===== config.mk =====
export PLATFORM = sky130hd
export DESIGN_NAME = bin2bcd_seq
export DESIGN_NICKNAME = d
export VERILOG_FILES = /design/src/rtl/bin2bcd_seq.sv
export SDC_FILE = /design/constraint.sdc
export NUM_CORES = 1
export LEC_CHECK = 0
export ABC_AREA = 1
export BUFFER_PORTS_ARGS = -buffer_cell sky130_fd_sc_hd__clkbuf_2
export CORE_UTILIZATION = 40
export DETAILED_ROUTE_END_ITERATION = 12
export GPL_TIMING_DRIVEN = 0
export PLACE_DENSITY = 0.63
export SYNTH_ARGS = -nofsm -noshare
export SYNTH_HDL_FRONTEND = slang
export SYNTH_SLANG_ARGS = --single-unit

===== constraint.sdc =====
create_clock -name clk -period 1.1 [get_ports clk]
set_input_delay 0.165 -clock clk [delete_from_list [all_inputs] [get_ports clk]]
set_output_delay 0.165 -clock clk [all_outputs]
set_load 0.005 [all_outputs]

===== src/rtl/bin2bcd_seq.sv =====
// Sequential binary-to-BCD converter using shift-and-add-3 (double dabble).
// One bit per clock; four BCD digits latched on completion.
module bin2bcd_seq #(
    parameter int WIDTH = 10
) (
    input  logic             clk,
    input  logic             reset_n,
    input  logic             start,
    input  logic [WIDTH-1:0] bin,
    output logic             busy,
    output logic             done,
    output logic [3:0]       bcd3,
    output logic [3:0]       bcd2,
    output logic [3:0]       bcd1,
    output logic [3:0]       bcd0,
    output logic [1:0]       state_dbg
);

    // Handshake: start is a request that is accepted only on an edge where
    // busy is low; it is not queued otherwise. Every accepted request yields
    // exactly one done pulse, in the cycle the new digits first appear.

    typedef enum logic [1:0] {
        IDLE  = 2'd0,
        SHIFT = 2'd1,
        DONE  = 2'd2
    } state_t;

    state_t state, state_n;

    logic [WIDTH-1:0]    sreg;
    logic [15:0]         scratch;
    logic [3:0]          cnt;
    logic [15:0]         adj;
    logic [16+WIDTH-1:0] shifted;

    always_ff @(posedge clk or negedge reset_n) begin
        if (!reset_n) begin
            state <= IDLE;
        end else begin
            state <= state_n;
        end
    end

    always_comb begin
        state_n = state;
        case (state)
            IDLE:    if (start) state_n = SHIFT;
            SHIFT:   if (cnt == 4'd1) state_n = DONE;
            DONE:    state_n = IDLE;
            default: state_n = IDLE;
        endcase
    end

    // Correct every digit that would overflow past 9 when doubled.
    always_comb begin
        adj = scratch;
        for (int i = 0; i < 4; i++) begin
            if (scratch[4*i +: 4] >= 4'd5) begin
                adj[4*i +: 4] = scratch[4*i +: 4] + 4'd3;
            end
        end
    end

    assign shifted = {adj, sreg} << 1;

    always_ff @(posedge clk or negedge reset_n) begin
        if (!reset_n) begin
            sreg    <= '0;
            scratch <= '0;
            cnt     <= '0;
            done    <= 1'b0;
            bcd3    <= '0;
            bcd2    <= '0;
            bcd1    <= '0;
            bcd0    <= '0;
        end else begin
            done <= 1'b0;
            case (state)
                IDLE: begin
                    if (start) begin
                        sreg    <= bin;
                        scratch <= '0;
                        cnt     <= 4'(WIDTH);
                    end
                end
                SHIFT: begin
                    scratch <= shifted[16+WIDTH-1:WIDTH];
                    sreg    <= shifted[WIDTH-1:0];
                    cnt     <= cnt - 4'd1;
                end
                DONE: begin
                    bcd3 <= scratch[15:12];
                    bcd2 <= scratch[11:8];
                    bcd1 <= scratch[7:4];
                    bcd0 <= scratch[3:0];
                    done <= 1'b1;
                end
                default: ;
            endcase
        end
    end

    assign busy      = (state != IDLE);
    assign state_dbg = state;

endmodule


==> flow_summary.toml, run 1 <==
[worst_setup_path]
cp_cell_sequence = "inv_4, nand2_4, nand2_8, buf_8, nand2_1, nand2_1, nand3_1"
critical-path-top-cell-by-count = "sky130_fd_sc_hd__nand2_1"
critPathCaptureType = "register"
worst_ep_required_time_ps = 1280
cpMaxStageDelayCell = "sky130_fd_sc_hd__dfrtp_2"
critical_path.max_stage_delay_ps = 480
type_of_origin_of_the_critical_path = "register"
worst_path_dominant_cell_family = "flip-flops"
critPathKind = "reg -> reg"
crit_fanout = 7
timing.critical_path.arrival_ps = 1420
cp_num_buf_inv = 2

[cells_and_area]
instances_no_fill = 427
antenna_cells = 0
final_common_cell = "sky130_fd_sc_hd__nand2_1"
finalNetCount = 377
fillerInstances = 505
stdcell_area_um2 = 3400
drive_above_1_share_pct = 44.8
final_cell_mix = "sky130_fd_sc_hd__nand2_1 (54), sky130_fd_sc_hd__dfrtp_1 (45), sky130_fd_sc_hd__clkbuf_2 (31)"
synthToLayoutAreaGrowth_pct = 43.5
core_utilization_of_the_finished_layout_pct = 60.6

[detailed_routing]
via_per_inst = 4.89
routed_via_count = 2090
initialDrtViolationCount = 112
route.detailed.drc = 0
totalWireLength_um = 5630
antenna_left = 0
detailedRoute.firstPassIterationCount = 4
average_detailed_routed_wire_length_per_instance_um = 13.2

[clocking]
root_buffer_selected_by_cts = "sky130_fd_sc_hd__clkbuf_8"
clockBufferDepth = 2
cts-htree-levels = 2
worstSkewPairLatency_ps = 300
hold_buffers = 0
clk_pin_slew_worst_paths_ps = 90
cts_tree = "yes"
cts_made_buffers = 5
clock_sinks = 49

[global_route]
grt_pass1_vias = 1902
grt_first_pass_wirelength_um = 8700
track_usage_pct = 18.0
initial_antenna_violation_count = 0
grt_start_max_net_pins = 50
grt.overflow.total = 0

[synthesis]
post_synth_inst_count = 283
syn_area_um2 = 2370
ys_types = 20
post_synth.cell_area_avg_um2 = 8.37
yosys_warnings = 0
synthesis.nets = 306
seq_area_frac_synth_pct = 51.8
synth-seq-cells = 49

[die]
die-area_um2 = 6230
core.rowCount = 27
fp.dieH_um = 79.0
ioPinCount = 33
floorplan.initialDensity_pct = 42.2
core_area_um2 = 5610
floorplan.die.width_um = 79.0

[hold_path]
hold_path.class = "in -> async"

[sta]
post_layout_min_period_ps = 1240
min_setup_slack_post_route_ps = -138
hold_viol_final = 0
period_share_pct = 113
timing.fmax_mhz = 808
timing.hold.ws_ps = 58.8
fin_worst_skew_ps = 7.38
final_setup_violation_count = 48
relSlewSlack_pct = 27.1
worst-slew-pin-transition_ps = 1090
unrepaired_setup_endpoints_after_global_routing = "true"
tns_ps = -4360
timing.final.max_slew_violations = 0

[placement]
post-dp-hpwl_um = 3190
dpl-instance-area_um2 = 2640
place_inst = 387
gp_congestion = 0.818
place.port_buffers = 32
pre_cts_slack_ps = -178

[job]
timing.max_cap.violations = 0

[status]
violations = "setup timing"
outcome = "finished with violations"

[power]
power_per_cell_area_nw_per_um2 = 2870
max-vdd-ir-drop_uv = 1270
power_leakage_nw = 1.68
power.total_mw = 9.76
-- per-layer routing --
metal	GRT usage, %	vias to the layer above	wire length, µm
li1	-	1068	-
met3	4.14	8	179
met2	29.7	46	2630
met1	22.9	968	2710
met4	7.09	0	114
met5	0	-	0
-- cells by family after synthesis --
kind of cell | synth area share [%]
fa+ha+maj | 5.28
compound gates | 11.4
buf+inv | 7.82
flops | 51.8
simple gates | 23.7
-- cells in the mapped netlist --
master | count | area, µm²
sky130_fd_sc_hd__ha_1 | 10 | 125
sky130_fd_sc_hd__o21ai_1 | 26 | 130
sky130_fd_sc_hd__buf_4 | 4 | 30.0
sky130_fd_sc_hd__a22oi_1 | 1 | 7.51
sky130_fd_sc_hd__o21ai_0 | 22 | 110
sky130_fd_sc_hd__or2_2 | 1 | 6.26
sky130_fd_sc_hd__buf_2 | 4 | 20.0
sky130_fd_sc_hd__inv_1 | 26 | 97.6
sky130_fd_sc_hd__nor3_1 | 1 | 5.00
sky130_fd_sc_hd__nor2_1 | 13 | 48.8
sky130_fd_sc_hd__nand2_2 | 1 | 6.26
sky130_fd_sc_hd__nand2_1 | 82 | 308
sky130_fd_sc_hd__o21bai_1 | 3 | 22.5
sky130_fd_sc_hd__nor2_4 | 1 | 11.3
sky130_fd_sc_hd__buf_6 | 2 | 22.5
sky130_fd_sc_hd__nor2_2 | 1 | 6.26
sky130_fd_sc_hd__dfrtp_1 | 49 | 1230
sky130_fd_sc_hd__nand4_1 | 8 | 50.1
sky130_fd_sc_hd__inv_2 | 4 | 15.0
sky130_fd_sc_hd__nand3_1 | 24 | 120
-- flip-flops by register name, indices dropped and copies added, names as in the netlist --
signal,flops
bcd0,4
bcd1,4
bcd2,4
bcd3,4
cnt,4
done,1
scratch,16
sreg,10
state_dbg,2
-- where the power goes --
part	leakage, nW	total [mW]	internal [mW]	switching, mW
logic	1.02	5.19	2.47	2.72
clock network	0.0585	1.35	0.742	0.605
registers	0.601	3.22	2.58	0.642
total	1.68	9.76	5.79	3.97
-- final timing paths --
path	startpoint	to	slack, ps	cells after the start
worst max-delay path	state_dbg[1]	cnt[3]	-140	7
worst min-delay path	reset_n	bcd0[0]	60	1
worst max register to register	state_dbg[1]	cnt[3]	-140	7
worst min register to register	sreg[0]	sreg[0]	490	2
max in group asynchronous	reset_n	scratch[12]	290	1
min in group clk	bin[0]	sreg[0]	90	3
-- layout make-up --
cell class	count	area (µm²)	area share [%]
multi-input combinational	194	1240	36.5
sequential	49	1230	36.2
timing repair buffer	64	470	13.8
inverter	30	130	3.83
buffer	10	120	3.53
tap	72	90.1	2.65
clock buffer	7	86.3	2.54
clock inverter	1	30.0	0.883
-- what timing repair did --
item                                    CTS  global route
buffers inserted                         12            15
pin swaps                                 2            22
gates resized for setup                  23            98
endpoints found under the setup margin   47            51
gates cloned                              1             4
No activity file was read; power rests on OpenSTA's default activity.
==> run 2, diff against run 1 <==
CELL_PAD_IN_SITES_DETAIL_PLACEMENT = 1   (was unset)
CELL_PAD_IN_SITES_GLOBAL_PLACEMENT = 1   (was unset)
CORE_UTILIZATION = 38   (was 40)
PLACE_DENSITY = 0.77   (was 0.63)
==> run 2 against run 1 <==
  * The run still ends with setup timing left
  * Power fell by 2.0%
  * Register-to-register slack got worse by 50 ps
  * Largest cell class is now sequential cells
  * Highest routed layer unchanged
  * Global-route usage rose by 3.3 points
==> flow_summary.toml, run 2 (synthesis gave the netlist of run 1 again) <==
[status]
outcome = "finished with violations"
violations = "setup timing"

[worst_setup_path]
critical_register_to_register_path_startpoint = "state_dbg[1]"
worst-r2r-setup-slack_ps = -190
worst_reg_to_reg_path_cell_count = 5
cp_num_buf_inv = 2
cp_cell_sequence = "buf_6, nor2_4, buf_4, nand3_1, o21ai_0"
worst_ep_required_time_ps = 1310
path_depth = 5
type_of_origin_of_the_critical_path = "register"
worst_path_dominant_cell_family = "flip-flops"
crit_fanout = 5
worstReg2RegEnd = "scratch[15]"
timing.critical_path.arrival_ps = 1500
critPathKind = "reg -> reg"
critPathCaptureType = "register"
cpMaxStageDelayCell = "sky130_fd_sc_hd__dfrtp_2"
critical_path.max_stage_delay_ps = 470

[global_route]
grt_first_pass_wirelength_um = 10600
initial_antenna_violation_count = 0
grt_pass1_vias = 2299
grt.overflow.total = 0
track_usage_pct = 21.3
grt_start_max_net_pins = 50

[cells_and_area]
flip_flop_count_of_the_largest_register_after_layout = 16
synthToLayoutAreaGrowth_pct = 40.9
antenna_cells = 0
final_cell_mix = "sky130_fd_sc_hd__nand2_1 (57), sky130_fd_sc_hd__dfrtp_1 (47), sky130_fd_sc_hd__clkbuf_2 (31)"
final_common_cell = "sky130_fd_sc_hd__nand2_1"
layout_top_registers = "scratch: 16 flops, sreg: 10 flops"
drive_above_1_share_pct = 42.2
instances_no_fill = 433
finalNetCount = 380
fillerInstances = 719
largest-register = "scratch"

[die]
fp.dieH_um = 81.0
die-area_um2 = 6550
core_area_um2 = 5960
floorplan.die.width_um = 81.0
core.rowCount = 28
ioPinCount = 33
floorplan.initialDensity_pct = 39.8

[power]
switching_power_mw = 4.17
power_leakage_nw = 1.67
part_of_the_total_power_dissipated_in_the_clock_network_pct = 11.0
internal-power_mw = 5.38
power.switching_fraction_pct = 43.7
max-vdd-ir-drop_uv = 1110
comb_power_share_pct = 55.3
power_per_cell_area_nw_per_um2 = 2860
sequentialPowerShare_pct = 33.7

[hold_path]
hp-start = "bin[0]"
hold_end = "sreg[0]"
hold_path.class = "in -> reg"
holdPathStages = 3

[placement]
place_inst = 390
post-dp-hpwl_um = 3870
place.port_buffers = 32
gp_congestion = 0.777
pre_cts_slack_ps = -205

[sta]
timing.hold.ws_ps = 99.3
final_setup_violation_count = 50
min_setup_slack_post_route_ps = -192
tns_ps = -4060
fin_worst_skew_ps = 5.85
timing.fmax_mhz = 774
hold_viol_final = 0
period_share_pct = 117
relSlewSlack_pct = 79.6
timing.final.max_slew_violations = 0
post_layout_min_period_ps = 1290
unrepaired_setup_endpoints_after_global_routing = "true"
worst-slew-pin-transition_ps = 306

[clocking]
clk_pin_slew_worst_paths_ps = 90
clockBufferDepth = 2
worstSkewPairLatency_ps = 300
clock_sinks = 49
root_buffer_selected_by_cts = "sky130_fd_sc_hd__clkbuf_8"
cts-htree-levels = 2
cts_tree = "yes"
cts_made_buffers = 5

[detailed_routing]
detailedRoute.firstPassIterationCount = 4
routed_via_count = 2226
antenna_left = 0
via_per_inst = 5.14
initialDrtViolationCount = 101
totalWireLength_um = 7060
route.detailed.drc = 0
average_detailed_routed_wire_length_per_instance_um = 16.3

[job]
timing.max_cap.violations = 0
==> run 2: cell count changes in the layout (fill, tap and decap cells not counted), sizes merged <==
cell,previous run,this run
buf,41,44
clkbuf,40,38
bufinv,1,0
clkinv,1,2
dlygate4sd3,0,1
inv,29,30
==> run 2: power by group through the flow <==
stage | registers, mW | clock network [mW] | logic (mW)
6_report | 3.22 | 1.05 | 5.28
5_1_grt | 3.33 | 1.12 | 5.88
4_1_cts | 3.12 | 1.08 | 4.27
3_5_place_dp | 3.14 | 0 | 3.51
3_3_place_gp | 3.09 | 0 | 3.35
2_1_floorplan | 3.03 | 0 | 2.49
==> run 2: timing repair <==
| item | 4_1_cts | 5_1_grt |
|---|---|---|
| pin swaps | 7 | 11 |
| setup endpoints to repair | 49 | 50 |
| gates resized for setup | 42 | 58 |
| endpoints found under the hold margin | 0 | 9 |
| gates cloned | 5 | 1 |
| setup buffers | 18 | 9 |
| hold buffers | 0 | 1 |
==> run 2: area by class of cell <==
cell class / count / area [µm²] / share of cell area (%)
Buffer: 10 / 124 / 3.71
Clock buffer: 6 / 72.6 / 2.17
Clock inverter: 2 / 10.0 / 0.300
Inverter: 30 / 125 / 3.75
Multi-Input combinational cell: 194 / 1190 / 35.8
Sequential cell: 49 / 1230 / 36.8
Tap cell: 75 / 93.8 / 2.81
Timing Repair Buffer: 67 / 490 / 14.7
==> run 2: per-layer routing <==
layer / track usage, % / routed length, µm / part of all wire, %
met1: 25.0 / 3000 / 43
met2: 39.2 / 3820 / 54
met3: 4.38 / 169 / 2.4
met4: 5.54 / 68 / 0.96
met5: 0 / 0 / 0
==> run 2: worst reg2reg max path, delay by kind of cell (launching register included) <==
family	cells	cell delay (ps)
buffers and inverters	2	340
AOI/OAI and AO/OA	1	110
DFF	1	470
and+or+nand+nor	2	280
==> run 2: metrics by stage <==
stage                     util, %  total power, mW  cell area (µm²)
after floorplan                 -             5.53             2390
after global placement       44.4             6.44             2650
after detailed placement     44.4             6.65             2650
after CTS                    50.5             8.48             3010
after global routing         56.1             10.3             3340
final                        56.1             9.56             3340
==> run 2: worst max-delay path by stage <==
| stage | end | start | slack [ps] |
|---|---|---|---|
| 2_1_floorplan | scratch[4] | scratch[1] | 0.2 |
| 3_3_place_gp | sreg[5] | reset_n | -170 |
| 3_5_place_dp | sreg[5] | reset_n | -210 |
| 4_1_cts | sreg[7] | state_dbg[1] | -110 |
| 5_1_grt | scratch[15] | state_dbg[1] | -270 |
| 6_report | scratch[15] | state_dbg[1] | -190 |
